==> config.mk <==
export PLATFORM = sky130hd
export DESIGN_NAME = exe_stage
export DESIGN_NICKNAME = d
export VERILOG_FILES = /design/src/rtl/arm_pkg.sv /design/src/rtl/alu.sv /design/src/rtl/val2_generator.sv /design/src/rtl/exe_stage.sv
export SDC_FILE = /design/constraint.sdc
export NUM_CORES = 1
export LEC_CHECK = 0
export ABC_AREA = 1
export CORE_MARGIN = 3
export CORE_UTILIZATION = 61
export DETAILED_ROUTE_END_ITERATION = 16
export DONT_BUFFER_PORTS = 1
export GPL_TIMING_DRIVEN = 0
export PLACE_DENSITY = 0.8
export SETUP_SLACK_MARGIN = 0.15
export SYNTH_ARGS = -nofsm -noshare
export SYNTH_HDL_FRONTEND = slang
export SYNTH_SLANG_ARGS = --single-unit
==> constraint.sdc <==
create_clock -name clk -period 5.3 [get_ports clk]
set_input_delay 0.53 -clock clk [delete_from_list [all_inputs] [get_ports clk]]
set_output_delay 0.53 -clock clk [all_outputs]
set_load 0.02 [all_outputs]
==> src/rtl/arm_pkg.sv <==
// Shared definitions for the ARM pipeline: ALU command encodings, shifter types,
// forwarding select codes, status bit positions and a rotate helper.
package arm_pkg;

  localparam int DATA_W = 32;
  localparam int REG_W  = 4;

  localparam logic [3:0] EXE_MOV = 4'b0001;
  localparam logic [3:0] EXE_MVN = 4'b1001;
  localparam logic [3:0] EXE_ADD = 4'b0010;
  localparam logic [3:0] EXE_ADC = 4'b0011;
  localparam logic [3:0] EXE_SUB = 4'b0100;
  localparam logic [3:0] EXE_SBC = 4'b0101;
  localparam logic [3:0] EXE_AND = 4'b0110;
  localparam logic [3:0] EXE_ORR = 4'b0111;
  localparam logic [3:0] EXE_EOR = 4'b1000;

  localparam logic [1:0] SHIFT_LSL = 2'b00;
  localparam logic [1:0] SHIFT_LSR = 2'b01;
  localparam logic [1:0] SHIFT_ASR = 2'b10;
  localparam logic [1:0] SHIFT_ROR = 2'b11;

  localparam logic [1:0] FWD_NONE = 2'd0;
  localparam logic [1:0] FWD_MEM  = 2'd1;
  localparam logic [1:0] FWD_WB   = 2'd2;

  localparam int STATUS_N = 3;
  localparam int STATUS_Z = 2;
  localparam int STATUS_C = 1;
  localparam int STATUS_V = 0;

  // A 32-bit shift by 32 yields zero, so amount 0 correctly returns x unchanged.
  function automatic logic [31:0] rotr32(input logic [31:0] x, input logic [4:0] amt);
    logic [5:0] back;
    back = 6'd32 - {1'b0, amt};
    return (x >> amt) | (x << back);
  endfunction

endpackage

==> src/rtl/alu.sv <==
// Combinational 32-bit ALU; returns the result and the NZCV value that the
// status register would load, with unaffected flags passed through.
module alu
  import arm_pkg::*;
(
  input  logic [31:0] op1_i,
  input  logic [31:0] val2_i,
  input  logic [3:0]  cmd_i,
  input  logic [3:0]  status_i,
  output logic [31:0] res_o,
  output logic [3:0]  status_o
);

  logic [32:0] sum;
  logic [31:0] opB;
  logic        cin;
  logic        arith;
  logic        logical;

  always_comb begin
    res_o    = '0;
    status_o = status_i;
    sum      = '0;
    opB      = '0;
    cin      = 1'b0;
    arith    = 1'b0;
    logical  = 1'b0;
    case (cmd_i)
      EXE_MOV: begin res_o = val2_i;          logical = 1'b1; end
      EXE_MVN: begin res_o = ~val2_i;         logical = 1'b1; end
      EXE_AND: begin res_o = op1_i & val2_i;  logical = 1'b1; end
      EXE_ORR: begin res_o = op1_i | val2_i;  logical = 1'b1; end
      EXE_EOR: begin res_o = op1_i ^ val2_i;  logical = 1'b1; end
      EXE_ADD: begin opB = val2_i;  cin = 1'b0;               arith = 1'b1; end
      EXE_ADC: begin opB = val2_i;  cin = status_i[STATUS_C]; arith = 1'b1; end
      EXE_SUB: begin opB = ~val2_i; cin = 1'b1;               arith = 1'b1; end
      EXE_SBC: begin opB = ~val2_i; cin = status_i[STATUS_C]; arith = 1'b1; end
      default: ;
    endcase
    // Subtraction goes through the same adder, so carry means "no borrow".
    if (arith) begin
      sum                = {1'b0, op1_i} + {1'b0, opB} + {32'd0, cin};
      res_o              = sum[31:0];
      status_o[STATUS_C] = sum[32];
      status_o[STATUS_V] = (op1_i[31] == opB[31]) && (sum[31] != op1_i[31]);
    end
    if (arith || logical) begin
      status_o[STATUS_N] = res_o[31];
      status_o[STATUS_Z] = (res_o == 32'd0);
    end
  end

endmodule

==> src/rtl/val2_generator.sv <==
// Builds the ALU second operand from the shifter field: rotated immediate,
// memory offset, or shifted register.
module val2_generator
  import arm_pkg::*;
(
  input  logic        imm_i,
  input  logic        mem_i,
  input  logic [11:0] shift_operand_i,
  input  logic [31:0] rm_i,
  output logic [31:0] val2_o
);

  logic [4:0] shAmt;

  assign shAmt = shift_operand_i[11:7];

  always_comb begin
    val2_o = '0;
    if (imm_i) begin
      val2_o = rotr32({24'd0, shift_operand_i[7:0]}, {shift_operand_i[11:8], 1'b0});
    end else if (mem_i) begin
      val2_o = {20'd0, shift_operand_i};
    end else begin
      // Amount 0 falls through each case as an identity; there is no RRX form.
      case (shift_operand_i[6:5])
        SHIFT_LSL: val2_o = rm_i << shAmt;
        SHIFT_LSR: val2_o = rm_i >> shAmt;
        SHIFT_ASR: val2_o = $unsigned($signed(rm_i) >>> shAmt);
        default:   val2_o = rotr32(rm_i, shAmt);
      endcase
    end
  end

endmodule

==> src/rtl/exe_stage.sv <==
// Execute stage: forwarding muxes, Val2 generation, ALU, NZCV status register
// and the EX/MEM pipeline register.
module exe_stage
  import arm_pkg::*;
(
  input  logic        clk,
  input  logic        rst,
  input  logic        freeze,
  input  logic [3:0]  exe_cmd,
  input  logic        wb_en,
  input  logic        mem_r_en,
  input  logic        mem_w_en,
  input  logic        s,
  input  logic        imm,
  input  logic [11:0] shift_operand,
  input  logic [23:0] signed_imm_24,
  input  logic [31:0] pc,
  input  logic [31:0] val_rn,
  input  logic [31:0] val_rm,
  input  logic [3:0]  dest,
  input  logic [1:0]  sel_src1,
  input  logic [1:0]  sel_src2,
  input  logic [31:0] mem_fwd_val,
  input  logic [31:0] wb_fwd_val,
  output logic [31:0] branch_addr,
  output logic [3:0]  status_out,
  output logic        exe_wb_en,
  output logic        exe_mem_r_en,
  output logic        exe_mem_w_en,
  output logic [31:0] exe_alu_res,
  output logic [31:0] exe_val_rm,
  output logic [3:0]  exe_dest
);

  logic [31:0] op1, rmFwd, val2, aluRes;
  logic [3:0]  aluStatus;
  logic [3:0]  status_q, status_d;
  logic        wbEn_q, memREn_q, memWEn_q;
  logic [31:0] aluRes_q, valRm_q;
  logic [3:0]  dest_q;

  // Select code 3 is unused by the forwarding unit and behaves like FWD_NONE.
  function automatic logic [31:0] fwdMux(input logic [1:0] sel, input logic [31:0] idVal,
                                         input logic [31:0] memVal, input logic [31:0] wbVal);
    case (sel)
      FWD_MEM: return memVal;
      FWD_WB:  return wbVal;
      default: return idVal;
    endcase
  endfunction

  assign op1         = fwdMux(sel_src1, val_rn, mem_fwd_val, wb_fwd_val);
  assign rmFwd       = fwdMux(sel_src2, val_rm, mem_fwd_val, wb_fwd_val);
  assign branch_addr = pc + {{6{signed_imm_24[23]}}, signed_imm_24, 2'b00};

  val2_generator u_val2 (
    .imm_i           (imm),
    .mem_i           (mem_r_en | mem_w_en),
    .shift_operand_i (shift_operand),
    .rm_i            (rmFwd),
    .val2_o          (val2)
  );

  alu u_alu (
    .op1_i    (op1),
    .val2_i   (val2),
    .cmd_i    (exe_cmd),
    .status_i (status_q),
    .res_o    (aluRes),
    .status_o (aluStatus)
  );

  assign status_d = (s && !freeze) ? aluStatus : status_q;

  always_ff @(posedge clk) begin
    if (rst) begin
      status_q <= '0;
      wbEn_q   <= 1'b0;
      memREn_q <= 1'b0;
      memWEn_q <= 1'b0;
      aluRes_q <= '0;
      valRm_q  <= '0;
      dest_q   <= '0;
    end else begin
      status_q <= status_d;
      if (!freeze) begin
        wbEn_q   <= wb_en;
        memREn_q <= mem_r_en;
        memWEn_q <= mem_w_en;
        aluRes_q <= aluRes;
        valRm_q  <= rmFwd;
        dest_q   <= dest;
      end
    end
  end

  assign status_out   = status_q;
  assign exe_wb_en    = wbEn_q;
  assign exe_mem_r_en = memREn_q;
  assign exe_mem_w_en = memWEn_q;
  assign exe_alu_res  = aluRes_q;
  assign exe_val_rm   = valRm_q;
  assign exe_dest     = dest_q;

endmodule

==> metrics, run 1 <==
Exit stage=5_1_grt; status=stopped before the end; Rows=60; post-synthesis average cell area=5.47 um^2; Initial Util=62.2%; Synth Flop Type=dfxtp_1; routability cong.=1.33; Unique masters post-synth=57; dpl cell area=17,200 um^2; Hold Buf Count CTS=0; Error=[ERROR GRT-0232] Routing congestion too high. Check the congestion heatmap in the GUI.; Ys Warns=0; GRT overflow=123; Clock Path Buffers=2; post-DP HPWL=77.8 mm; GRT Overall Usage=76.4%; CTS buffer count=9; Die W=172 um; Syn Std Cell Area=16,800 um^2; pin count of the biggest net entering global routing=15; worst_ep kind=register data pin; ys async rst share=0%; synthesis-stage register bit count=75; CTS HTree Levels=3; syn_nets=3,416; CTS Sinks=75; Seq/Total Area, Yosys=8.95%; Post-synth EDFFs=0; # port buffers=0; # IOs=323; Post-Synthesis Cells=3,066; Crit. endpoint post-GRT repair=status_out[2]$_SDFFE_PP0P_/D; Root Driver=clkbuf_16; die height=172 um
[repair_timing]
item,in CTS
buffers inserted,45
pin swaps,47
gates cloned,1
setup endpoints to repair,32
gates resized for setup,199
[Yosys cell counts, types with 9 or more instances]
| master | number | area (um^2) |
|---|---|---|
| nand4_1 | 48 | 300 |
| o211ai_1 | 15 | 113 |
| nor3_1 | 10 | 50.1 |
| or2_2 | 9 | 56.3 |
| o21ai_1 | 15 | 75.1 |
| a221oi_1 | 30 | 263 |
| o21ai_0 | 223 | 1120 |
| xnor2_1 | 12 | 105 |
| xor2_1 | 19 | 166 |
| inv_2 | 20 | 75.1 |
| nand3_1 | 559 | 2800 |
| inv_1 | 241 | 905 |
| nand3_2 | 17 | 170 |
| nand2_1 | 818 | 3070 |
| buf_1 | 14 | 52.6 |
| or2_1 | 24 | 150 |
| dfxtp_1 | 75 | 1500 |
| nand3b_1 | 9 | 67.6 |
| nand2_2 | 68 | 425 |
| buf_2 | 48 | 240 |
| nor2_1 | 238 | 893 |
| buf_4 | 18 | 135 |
| clkbuf_1 | 89 | 334 |
| ha_1 | 131 | 1640 |
| a221o_1 | 33 | 330 |
| a21oi_1 | 191 | 956 |
[through the flow]
step / hold WS, ns / utilization (%) / setup slack, ns / std cells
global placement: 0.567 / 63.8 / -1.66 / 3407
floorplan: 0.537 / - / 0.248 / 3066
detailed placement: 0.566 / 63.8 / -1.83 / 3407
CTS: 0.230 / 68.7 / 0.157 / 3469
[kinds of logic after synthesis]
family / count (synthesis) / synth area share [%]
xor gates and xnor gates: 32 / 1.72
AOI/OAI and AO/OA: 560 / 19.5
DFF: 75 / 8.95
adders and majority gates: 134 / 10.1
and+or+nand+nor: 1825 / 48.9
buffers and inverters: 440 / 10.8
[metal layers]
layer | GRT overflow | global-route usage (%)
met2 | 63 | 87.6
met3 | 9 | 65.4
met5 | 0 | 38.3
met4 | 39 | 71.4
met1 | 12 | 79.0
==> inputs of run 2 (changes only) <==
CORE_UTILIZATION = 40   (was 61)
PLACE_DENSITY = default   (was 0.8)
PLACE_DENSITY_LB_ADDON = 0.15   (was default)
SETUP_SLACK_MARGIN = default   (was 0.15)
clock period = 6.9 ns   (was 5.3 ns; I/O delays follow)
==> run 2 against run 1 <==
  * The flow now finishes, with violations (max-capacitance violations, max-slew violations)
  * Area after synthesis is the same
  * Synthesized cell count is the same
==> metrics, run 2 <==
status=finished, violations left; failing checks=max-capacitance violations, max-slew violations; Pint=0.00125 W; NetSw=0.00173 W; Hold Vio Cnt, Final=0; CTS tree=yes; Final setup viols=0; CTS HTree Levels=3; DRT Pass-1 Iters=8; Root Driver=clkbuf_16; placed insts=3,599; Period minus WS final=6.66 ns; detailed-route via count=23,900; Final nets=3,430; Residual DRC=0; skew final=0.00761 ns; critical path depth=37; top-count cell post-synth=nand2_1; most frequent cells in the layout=817 x nand2_1, 559 x nand3_1, 241 x inv_1, 237 x nor2_1, 217 x o21ai_0; hold path depth=1; Max Clk Rate=0.150 GHz; leading area contributor after synthesis=nand2_1; # port buffers=0; delay-heaviest family, CP=simple AND/OR/NAND/NOR gates; CTS buffer count=9; Worst EP arrival=6.95 ns; syn_nets=3,416; hold crit path type=input port to register; crit path launch=shift_operand[9]; Syn Std Cell Area=16,800 um^2; Worst EP required=7.19 ns; DR WL/cell=29.3 um; pin count of the biggest net entering global routing=14; Initial Util=40.8%; post-DP HPWL=88.6 mm; M3 GR Usage=17.5%; relative slew slack=-2.68%; clk slew on worst S/H paths=0.06 ns; Layout Area Growth over Synthesis=6.33%; post-synthesis average cell area=5.47 um^2; Synth Flop Type=dfxtp_1; switching share of total power=58.1%; clock share of power=16.4%; Synth Area in Compound Gates=19.5%; Ys Warns=0; Iter 0 DRT Violations=3,992; Rows=74; Synth top area share=18.3%; Slew Viols, Final=4; Setup Total Neg Slack=0 ns; layout cell share with drive strength beyond 1=7.49%; origin of the critical flop-to-flop path=status_out[1]; Crit path largest cell delay=0.45 ns; # IOs=323; Final period util=96.5%; global-route wire length before repair=149 mm; Power Total=0.00297 W; Post-synth EDFFs=0; Post-Synthesis Cells=3,066; Post-Synth Adder-Cell Area=10.1%; GRT Overall Usage=45.7%; GR Layer Usage met2=65.2%; commonest non-fill, non-tap cell in the layout=nand2_1; Synth area leaders=nand2_1 18%, nand3_1 17%, ha_1 9.8%, dfxtp_1 9.0%, o21ai_0 6.7%; crit start category=input port; routability cong.=1.10; GR Util met1=57.4%; mux contribution to synthesized area=0%; Seq/Total Area, Yosys=8.95%; Post-synth top cells=818 x nand2_1, 559 x nand3_1, 241 x inv_1; Final Non-Filler Cells=3,638; Simple-Gate Fraction of Synth Area=48.9%; antenna violations before repair=20; sequential share of power=18.2%; Comb pwr share=65.4%; GRT busiest layer=met2; synthesis-stage register bit count=75; largest family of logic cells by synthesized area=simple AND/OR/NAND/NOR gates; antenna viol nets, final=0; die height=211 um; core area=41,100 um^2; Hold Path Origin=rst; Post-CTS Setup Bufs=0; crit path max fanout=10; vias in the first global route=21,800; LEAKAGE=8.72 nW; GRT overflow=0; slew of the pin with the lowest slew margin=1.52 ns; routed vias/inst=6.57; Synth Area in XOR/XNOR=1.72%; Die W=211 um; crit path capture type=register; Min Hold Slack=0.388 ns; Buf+Inv Stages, Crit Path=8; P per Cell Area=167 nW/um^2; VDD IR max=0.125 mV; CTS Sinks=75; cell mode on critical path=nand2_1; RSZ-0062 raised after global routing=no; die area=44,400 um^2; R2R cell count=19; Clock Path Buffers=2; kind of critical path=input port to register; Max-Cap Viols=1; Worst path slowest cell=clkbuf_1; final WL=107 mm; worst skew pair latency=0.35 ns; Unique masters post-synth=57; ys async rst share=0%
run 2: cell counts after synthesis:
Identical to the previous run, type by type.
run 2: kinds of logic after synthesis:
group                    Yosys count
flip-flops                        75
adder cells (fa/ha/maj)          134
XOR/XNOR                          32
AO/OA/AOI/OAI                    560
buffers and inverters            440
AND/OR/NAND/NOR                 1825
run 2: layer usage:
metal  vias up  wire length (um)
met3       408             16000
met2      1963             42300
met4         2              8630
li1      10400                 -
met1     11100             39600
met5         -                16
run 2: cell type report:
type	instances	area [um^2]
Buffer	173	812
Multi-Input combinational cell	2551	13500
Fill cell	4583	23300
Clock buffer	10	229
Antenna cell	21	52.6
Clock inverter	6	63.8
Inverter	267	1000
Tap cell	532	666
Sequential cell	75	1500
Timing Repair Buffer	3	22.5
run 2: worst reg2reg max path, stage by stage, from the launching register on:
cell and delay, ns:
dfxtp_1 0.64, o22ai_1 0.19, fa_1 0.47, fa_1 0.39, inv_1 0.08, nand2_1 0.10, o21ai_4 0.23, nand3_1 0.13
nand3_1 0.19, a21o_1 0.22, nand3_1 0.11, nand2_1 0.08, nand2_1 0.05, nand3_1 0.12, nand4_1 0.23, nor2_1 0.15
nand2_1 0.12, nor3_2 0.16, nand3_1 0.10, a21oi_2 0.12
run 2: what timing repair did:
| item | CTS | global route |
|---|---|---|
| hold buffers | 0 | 0 |
| hold endpoints to repair | 0 | 0 |
| setup endpoints to repair | 0 | 12 |
| resized for setup | 0 | 14 |
run 2: power groups by stage:
stage | Sequential (W) | Combinational (W) | Clock (W)
finish | 0.000540 | 0.00194 | 0.000487
detailed placement | 0.000548 | 0.00182 | 0
floorplan | 0.000535 | 0.00119 | 0
global route | 0.000541 | 0.00205 | 0.000505
global placement | 0.000548 | 0.00180 | 0
CTS | 0.000539 | 0.00183 | 0.000488
run 2: worst paths after layout:
kind | to | slack (ns)
min | status_out[2] | 0.39
max | status_out[2] | 0.24
max reg2reg | status_out[2] | 2.97
min reg2reg | status_out[2] | 0.58
run 2: through the flow:
stage	area, um^2	utilization, %	setup slack, ns
after floorplan	16800	-	1.56
after global placement	17400	42.4	-0.312
after detailed placement	17400	42.4	-0.307
after CTS	17700	43.1	0.0187
after global routing	17800	43.3	0.00883
final	17800	43.4	0.242
Power figures use the tool's default switching activity.
